File: src/rtl/med_pkg.sv
// Shared constants and FSM state encoding for the medicine frequency scheduler.
package med_pkg;

    localparam int ID_W_DEF   = 4;
    localparam int FREQ_W_DEF = 4;

    typedef enum logic [1:0] {
        IDLE = 2'd0,
        SCAN = 2'd1,
        HOLD = 2'd2
    } state_e;

endpackage

File: src/rtl/med_freq_mem.sv
// Frequency register file: one write port, a registered read port for the entry
// controller and an asynchronous read port for the scan engine.
module med_freq_mem
    import med_pkg::*;
#(
    parameter int ID_W   = ID_W_DEF,
    parameter int FREQ_W = FREQ_W_DEF
) (
    input  logic              clk,
    input  logic              rst,
    input  logic              we,
    input  logic [ID_W-1:0]   waddr,
    input  logic [FREQ_W-1:0] wdata,
    input  logic              re,
    input  logic [ID_W-1:0]   raddr,
    output logic [FREQ_W-1:0] rdata,
    output logic              rvalid,
    input  logic [ID_W-1:0]   saddr,
    output logic [FREQ_W-1:0] sdata
);

    localparam int DEPTH = 1 << ID_W;

    logic [FREQ_W-1:0] mem_q [DEPTH];
    logic [FREQ_W-1:0] mem_d [DEPTH];
    logic [FREQ_W-1:0] rdata_q, rdata_d;
    logic              rvalid_q, rvalid_d;

    // Reads sample mem_q, so a same-cycle write to the read address returns the old value.
    always_comb begin
        mem_d    = mem_q;
        rdata_d  = rdata_q;
        rvalid_d = re;
        if (we) begin
            mem_d[waddr] = wdata;
        end
        if (re) begin
            rdata_d = mem_q[raddr];
        end
    end

    always_ff @(posedge clk or posedge rst) begin
        if (rst) begin
            for (int i = 0; i < DEPTH; i++) begin
                mem_q[i] <= '0;
            end
            rdata_q  <= '0;
            rvalid_q <= 1'b0;
        end else begin
            mem_q    <= mem_d;
            rdata_q  <= rdata_d;
            rvalid_q <= rvalid_d;
        end
    end

    assign rdata  = rdata_q;
    assign rvalid = rvalid_q;
    assign sdata  = mem_q[saddr];

endmodule

File: src/rtl/med_freq_sched.sv
// Per-medicine reminder scheduler: each Tick walks the table, counts entries down
// and raises a valid/ack due event for every counter that expires.
module med_freq_sched
    import med_pkg::*;
#(
    parameter int ID_W   = ID_W_DEF,
    parameter int FREQ_W = FREQ_W_DEF
) (
    input  logic              Clk,
    input  logic              Rst,
    input  logic              Write_En,
    input  logic [ID_W-1:0]   MedIDIn,
    input  logic [FREQ_W-1:0] FreqIn,
    input  logic              Read_En,
    input  logic [ID_W-1:0]   R_MedID,
    output logic [FREQ_W-1:0] FreqOut,
    output logic              ReadValid,
    input  logic              Tick,
    output logic              DueValid,
    output logic [ID_W-1:0]   DueID,
    input  logic              DueAck,
    output logic              Busy,
    output logic              Overrun
);

    localparam int              DEPTH    = 1 << ID_W;
    localparam logic [ID_W-1:0] LAST_IDX = ID_W'(DEPTH - 1);

    state_e            state_q, state_d;
    logic [ID_W-1:0]   idx_q, idx_d;
    logic [ID_W-1:0]   due_id_q, due_id_d;
    logic              due_valid_q, due_valid_d;
    logic              overrun_q, overrun_d;
    logic [FREQ_W-1:0] cnt_q [DEPTH];
    logic [FREQ_W-1:0] cnt_d [DEPTH];
    logic [FREQ_W-1:0] scan_freq;
    logic              write_hit;

    med_freq_mem #(
        .ID_W   (ID_W),
        .FREQ_W (FREQ_W)
    ) u_mem (
        .clk    (Clk),
        .rst    (Rst),
        .we     (Write_En),
        .waddr  (MedIDIn),
        .wdata  (FreqIn),
        .re     (Read_En),
        .raddr  (R_MedID),
        .rdata  (FreqOut),
        .rvalid (ReadValid),
        .saddr  (idx_q),
        .sdata  (scan_freq)
    );

    assign write_hit = Write_En && (MedIDIn == idx_q);

    always_comb begin
        state_d     = state_q;
        idx_d       = idx_q;
        due_id_d    = due_id_q;
        due_valid_d = due_valid_q;
        overrun_d   = overrun_q;
        cnt_d       = cnt_q;

        case (state_q)
            IDLE: begin
                if (Tick) begin
                    state_d = SCAN;
                    idx_d   = '0;
                end
            end
            SCAN: begin
                if (Tick) begin
                    overrun_d = 1'b1;
                end
                // A counter of 0 on an enabled entry counts as expired.
                if (scan_freq != '0 && !write_hit && cnt_q[idx_q] <= FREQ_W'(1)) begin
                    cnt_d[idx_q] = scan_freq;
                    due_valid_d  = 1'b1;
                    due_id_d     = idx_q;
                    state_d      = HOLD;
                end else begin
                    if (scan_freq != '0 && !write_hit) begin
                        cnt_d[idx_q] = cnt_q[idx_q] - FREQ_W'(1);
                    end
                    if (idx_q == LAST_IDX) begin
                        state_d = IDLE;
                    end else begin
                        idx_d = idx_q + ID_W'(1);
                    end
                end
            end
            HOLD: begin
                if (Tick) begin
                    overrun_d = 1'b1;
                end
                if (DueAck) begin
                    due_valid_d = 1'b0;
                    if (idx_q == LAST_IDX) begin
                        state_d = IDLE;
                    end else begin
                        state_d = SCAN;
                        idx_d   = idx_q + ID_W'(1);
                    end
                end
            end
            default: begin
                state_d = IDLE;
            end
        endcase

        // Entry writes override whatever the scan decided for the same counter.
        if (Write_En) begin
            cnt_d[MedIDIn] = FreqIn;
        end
    end

    always_ff @(posedge Clk or posedge Rst) begin
        if (Rst) begin
            state_q     <= IDLE;
            idx_q       <= '0;
            due_id_q    <= '0;
            due_valid_q <= 1'b0;
            overrun_q   <= 1'b0;
            for (int i = 0; i < DEPTH; i++) begin
                cnt_q[i] <= '0;
            end
        end else begin
            state_q     <= state_d;
            idx_q       <= idx_d;
            due_id_q    <= due_id_d;
            due_valid_q <= due_valid_d;
            overrun_q   <= overrun_d;
            cnt_q       <= cnt_d;
        end
    end

    assign DueValid = due_valid_q;
    assign DueID    = due_id_q;
    assign Busy     = (state_q != IDLE);
    assign Overrun  = overrun_q;

endmodule

File: config.mk
export PLATFORM = sky130hd
export DESIGN_NAME = med_freq_sched
export DESIGN_NICKNAME = d
export VERILOG_FILES = /design/src/rtl/med_pkg.sv /design/src/rtl/med_freq_mem.sv /design/src/rtl/med_freq_sched.sv
export SDC_FILE = /design/constraint.sdc
export NUM_CORES = 1
export LEC_CHECK = 0
export CAP_MARGIN = 20
export CORE_ASPECT_RATIO = 0.8
export CORE_MARGIN = 10
export CORE_UTILIZATION = 46
export CTS_CLUSTER_DIAMETER = 30
export CTS_CLUSTER_SIZE = 28
export DETAILED_ROUTE_END_ITERATION = 12
export SLEW_MARGIN = 0
export SYNTH_ARGS = -nofsm -noshare
export SYNTH_HDL_FRONTEND = slang
export SYNTH_HIERARCHICAL = 1
export SYNTH_SLANG_ARGS = --single-unit
File: constraint.sdc
create_clock -name Clk -period 6.13 [get_ports Clk]
set_input_delay 1.226 -clock Clk [delete_from_list [all_inputs] [get_ports Clk]]
set_output_delay 1.226 -clock Clk [all_outputs]
set_load 0.02 [all_outputs]
==> results of run 1 <==
metrics by stage:
stage	instances	util
after floorplan	1005	-
after global placement	1237	0.489
after detailed placement	1237	0.489
after CTS	1269	0.518
after global routing	1269	0.518
final	1269	0.518
cell type report:
class	count	share of cell area
clock inverters	14	0.0155
clock buffers	18	0.0400
inverters	55	0.0194
well taps	269	0.0314
flip-flops and latches	145	0.339
multi-input cells	715	0.511
repair buffers	53	0.0439
per-layer routing:
| layer | part of all wire | GRT usage |
|---|---|---|
| met1 | 0.46 | 0.346 |
| met2 | 0.42 | 0.323 |
| met4 | 0.015 | 0.0589 |
| met5 | 0 | 0 |
| met3 | 0.11 | 0.0635 |
sequential cells by signal (all words and copies together), names as in the netlist:
name / flops
u_mem/mem_q: 64
Overrun: 1
DueID: 4
u_mem/rvalid: 1
u_mem/rdata: 4
cnt_q: 64
state_q: 2
DueValid: 1
idx_q: 4
power by group through the flow:
stage          combinational [mW]  clock, mW  sequential, mW
6_report                     2.95       1.10            1.55
3_5_place_dp                 2.86          0            1.56
4_1_cts                      2.87       1.11            1.54
3_3_place_gp                 2.83          0            1.55
2_1_floorplan                2.14          0            1.43
5_1_grt                      3.18       1.15            1.60
synthesized netlist by cell type, drive strengths merged (17+ instances only):
library cell,count
dfrtp,145
nor3,22
o21ai,106
inv,55
a21oi,33
clkbuf,60
nor2,93
mux2,73
o32a,17
buf,30
nand3,47
a31oi,36
nand2,61
mux4,52
worst paths after layout:
| path | start | to | slack [ps] | cells after the start |
|---|---|---|---|---|
| worst max-delay path | idx_q[0] | cnt_q[49] | 1140 | 10 |
| worst min-delay path | Overrun | Overrun | 460 | 1 |
| worst max register to register | idx_q[0] | cnt_q[49] | 1140 | 10 |
| worst min register to register | Overrun | Overrun | 460 | 1 |
| max in group asynchronous | Rst | idx_q[1] | 3820 | 3 |
| min in group asynchronous | Rst | DueID[3] | 1220 | 2 |
logic make-up (layout without fill, tap and decap cells):
group	after synthesis	count (layout)
xor+xnor	4	4
mux	141	141
compound gates	273	273
flops	145	145
simple gates	287	287
fa+ha+maj	10	10
buf+inv	145	140
worst max-delay path: cells and delay by family, from the launching register on:
| family | cells | cell delay, ps |
|---|---|---|
| AOI/OAI and AO/OA | 4 | 1640 |
| adders and majority gates | 1 | 280 |
| buffers and inverters | 1 | 270 |
| DFF | 1 | 930 |
| muxes | 1 | 620 |
| and+or+nand+nor | 3 | 1180 |
==> results.cfg, run 1 <==
[outcome]
status = completed

[clock_network]
clkSinkCount = 145
clkLatencyLatePin_ps = 440
hold_buffers = 0
cts_setup_buffers = 0
path_clk_slew_ps = 70
numCtsBuffers = 17
clockBufferDepth = 2
cts_tree = built
htreeDepth = 4
cts_root_buf = clkbuf_16
cts_resized = 0

[layout]
antenna_cells = 0
area_delta_synth_final_pct = 10.7
mostFrequentLayoutCells = dfrtp_1 (143), o21ai_0 (103), nor2_1 (93)
nets = 1015
multi_input_area_um2 = 5480
final_common_cell = dfrtp_1
fin_area_um2 = 10700
layout-drive-gt1-share = 0.194
register_area_um2 = 3630
final.fill_count = 1885

[place]
dpl_worst_slack_ps = 1270
io_buffer_count = 29
dpl_cell_area_um2 = 10100
place.gp.congestion = 0.900
dp_hpwl_mm = 20.3

[synthesis]
synth_compound_area_frac = 0.183
syn_inst = 1005
synth-edff-count = 0
synth_mux_area_frac = 0.224
synthTopCellsByArea = dfrtp_1 (37%), mux4_2 (12%), mux2_2 (8.5%), o21ai_0 (5.4%), nor2_1 (3.6%)
syn_area_um2 = 9690
syn_nets = 1033
synth-simple-area-share = 0.139
ys_types = 53
synth.avg_cell_area_um2 = 9.64
synthXorXnorAreaFrac = 0.00362
synth_top_flop_cell = dfrtp_1
seq_area_frac_synth = 0.375
synth_top_cell_by_area = dfrtp_1
synth_top_area_frac = 0.375
yosys_warnings = 6
synthAdderAreaFrac = 0.0129
synth_top_family_by_area = multiplexers
ys_ff_latch = 145
ys_async_sr_fraction = 1.00

[grt]
grt-ovfl-total = 0
first_global_vias = 8096
grt.total_usage = 0.232
antenna_found_initial = 0
grt_pass1_wl_mm = 49.7
grt_max_degree = 70

[routing]
drcViolationCount = 0
via_count = 8407
wl_per_cell_um = 24.6
drt_first_pass_iters = 5
routed_wirelength_mm = 31.2
drtAntennaViolNets = 0
drtIter0Drc = 1280
vias_per_cell = 6.62

[die]
die_x_um = 182
die_h_um = 150
dieArea_um2 = 27300
start_util = 0.468
num_io_pins = 30
rows = 47
core_um2 = 20700

[sta]
slew_headroom = 0.295
fin_crit_ps = 4990
finalSetupTns_ps = 0
hold_viol = 0
setup_viol = 0
slew_viol_final = 0
timing.fmax_ghz = 0.200
setup_slack_ps = 1140
worst_pin_slew_ps = 1050
rsz0062_at_grt = no
whs_ps = 455
skew_ps = 14.0
finalCritPeriodShare = 0.815

[power]
pwr-share-clk = 0.196
p_per_area_nw_per_um2 = 522
p_int_mw = 3.00
power_mw = 5.60
power_leakage_nw = 4.23
p_switching_mw = 2.60
power_frac_seq = 0.278
ir_drop_v = 0.000312
combPwrFrac = 0.527
switching_share = 0.464

[worst_setup_path]
worstPathMaxFanout = 23
required_ps = 6500
end_kind = register
critical_path_class = reg -> reg
crit_path_max_incr_delay_ps = 930
critical-path-slowest-cell = dfrtp_2
cp-start-kind = register
crit_chain = mux4_2, a22o_1, a221oi_4, inv_1, ha_1, nor2_1, or4_1, nand3b_1, o22ai_1, o22a_1
cp.arrival_ps = 5360

[job]
maxCapViolations = 0

[hold_path]
hp-class = reg -> reg
Note: power is estimated with default switching activity, not from simulation.
==> run 2: changes to the inputs <==
- clock period: 6.13 -> 5.2 ns (I/O delays scaled with it)
==> results.cfg, run 2 (synthesis gave the netlist of run 1 again) <==
[clock_network]
cts_tree = built
cts_setup_buffers = 0
clockBufferDepth = 2
path_clk_slew_ps = 70
htreeDepth = 4
numCtsBuffers = 17
hold_buffers = 0
clkSinkCount = 145
clkLatencyLatePin_ps = 440
cts_root_buf = clkbuf_16
cts_resized = 0

[routing]
drcViolationCount = 0
routed_wirelength_mm = 31.1
wl_per_cell_um = 24.4
via_count = 8540
vias_per_cell = 6.68
drt_first_pass_iters = 7
drtAntennaViolNets = 0
drtIter0Drc = 980

[sta]
finalSetupTns_ps = 0
slew_headroom = 0.336
slew_viol_final = 0
timing.fmax_ghz = 0.215
setup_viol = 0
fin_crit_ps = 4640
rsz0062_at_grt = no
worst_pin_slew_ps = 996
finalCritPeriodShare = 0.893
skew_ps = 11.4
hold_viol = 0

[layout]
antenna_cells = 0
final.fill_count = 1870
area_delta_synth_final_pct = 11.6
final_common_cell = dfrtp_1
final_cells = 1279
layout-drive-gt1-share = 0.204
reg_top3 = cnt_q: 64 flops, u_mem/mem_q: 64 flops
mostFrequentLayoutCells = dfrtp_1 (143), o21ai_0 (103), nor2_1 (93)
nets = 1025

[grt]
first_global_vias = 7940
grt_pass1_wl_mm = 48.6
antenna_found_initial = 0
grt_max_degree = 52
grt.total_usage = 0.228
grt-ovfl-total = 0

[die]
num_io_pins = 30
core_um2 = 20700
rows = 47
dieArea_um2 = 27300
die_h_um = 150
start_util = 0.468
die_x_um = 182

[place]
place.gp.congestion = 0.903
io_buffer_count = 29
place_inst = 1246
dp_hpwl_mm = 20.6

[worst_setup_path]
required_ps = 5570
critical_path_class = reg -> reg
cp-start-kind = register
worstPathMaxFanout = 30
cp.arrival_ps = 5010
end_kind = register

[outcome]
status = completed

[power]
power_leakage_nw = 4.29
p_per_area_nw_per_um2 = 619
ir_drop_v = 0.000378

[hold_path]
hp-class = reg -> reg

[job]
maxCapViolations = 0
==> run 2: per-layer routing <==
| layer | vias to the layer above | global-route usage | wire length (µm) | share of wire |
|---|---|---|---|---|
| met4 | 0 | 0.0568 | 517 | 0.017 |
| met2 | 509 | 0.315 | 12800 | 0.41 |
| met1 | 4237 | 0.352 | 14500 | 0.47 |
| met3 | 52 | 0.0446 | 3300 | 0.11 |
| met5 | - | 0 | 0 | 0 |
| li1 | 3742 | - | - | - |
==> run 2: layout make-up <==
type	count	area [µm²]	area share
flip-flops and latches	145	3630	0.336
clock buffers	17	425	0.0394
inverters	55	208	0.0192
repair buffers	63	561	0.0519
well taps	269	337	0.0311
clock inverters	15	169	0.0156
multi-input cells	715	5480	0.507
==> run 2: where the power goes <==
group / switching [mW] / internal (mW)
combinational: 2.19 / 1.40
sequential: 0.352 / 1.47
clock: 0.581 / 0.685
==> run 2: worst max-delay path, stage by stage, from the launching register on <==
cell	delay, ps
dfrtp_2	730
buf_4	450
mux4_2	550
a22o_1	290
a221oi_4	200
buf_4	200
ha_1	210
nor2_1	120
nor4_4	750
buf_4	460
nand3_1	190
o221ai_1	220
o32a_1	180
==> run 2: through the flow <==
step                      worst slack, ps  total power [mW]  hold slack [ps]  instance area, µm²  utilization
after global placement                685              5.29              438               10200        0.492
after detailed placement              549              5.32              446               10200        0.492
after global routing                  275              7.04              493               10800        0.522
final                                 556              6.69              455               10800        0.522
after floorplan                      1400              4.21              491                9690            -
after CTS                             514              6.59              460               10800        0.521
==> run 2: path summary, 6_finish.rpt <==
kind	startpoint	end	slack (ps)	cells after the start
max	idx_q[0]	cnt_q[54]	560	12
min	Overrun	Overrun	460	1
max reg2reg	idx_q[0]	cnt_q[54]	560	12
min reg2reg	Overrun	Overrun	460	1
max in group asynchronous	Rst	u_mem/mem_q[9]	3130	3
min in group asynchronous	Rst	cnt_q[29]	830	2
==> run 3: changes to the inputs <==
- TNS_END_PERCENT: unset -> 30
==> results of run 3 <==
No change in the layout: final DEF, timing and power equal those of run 2.
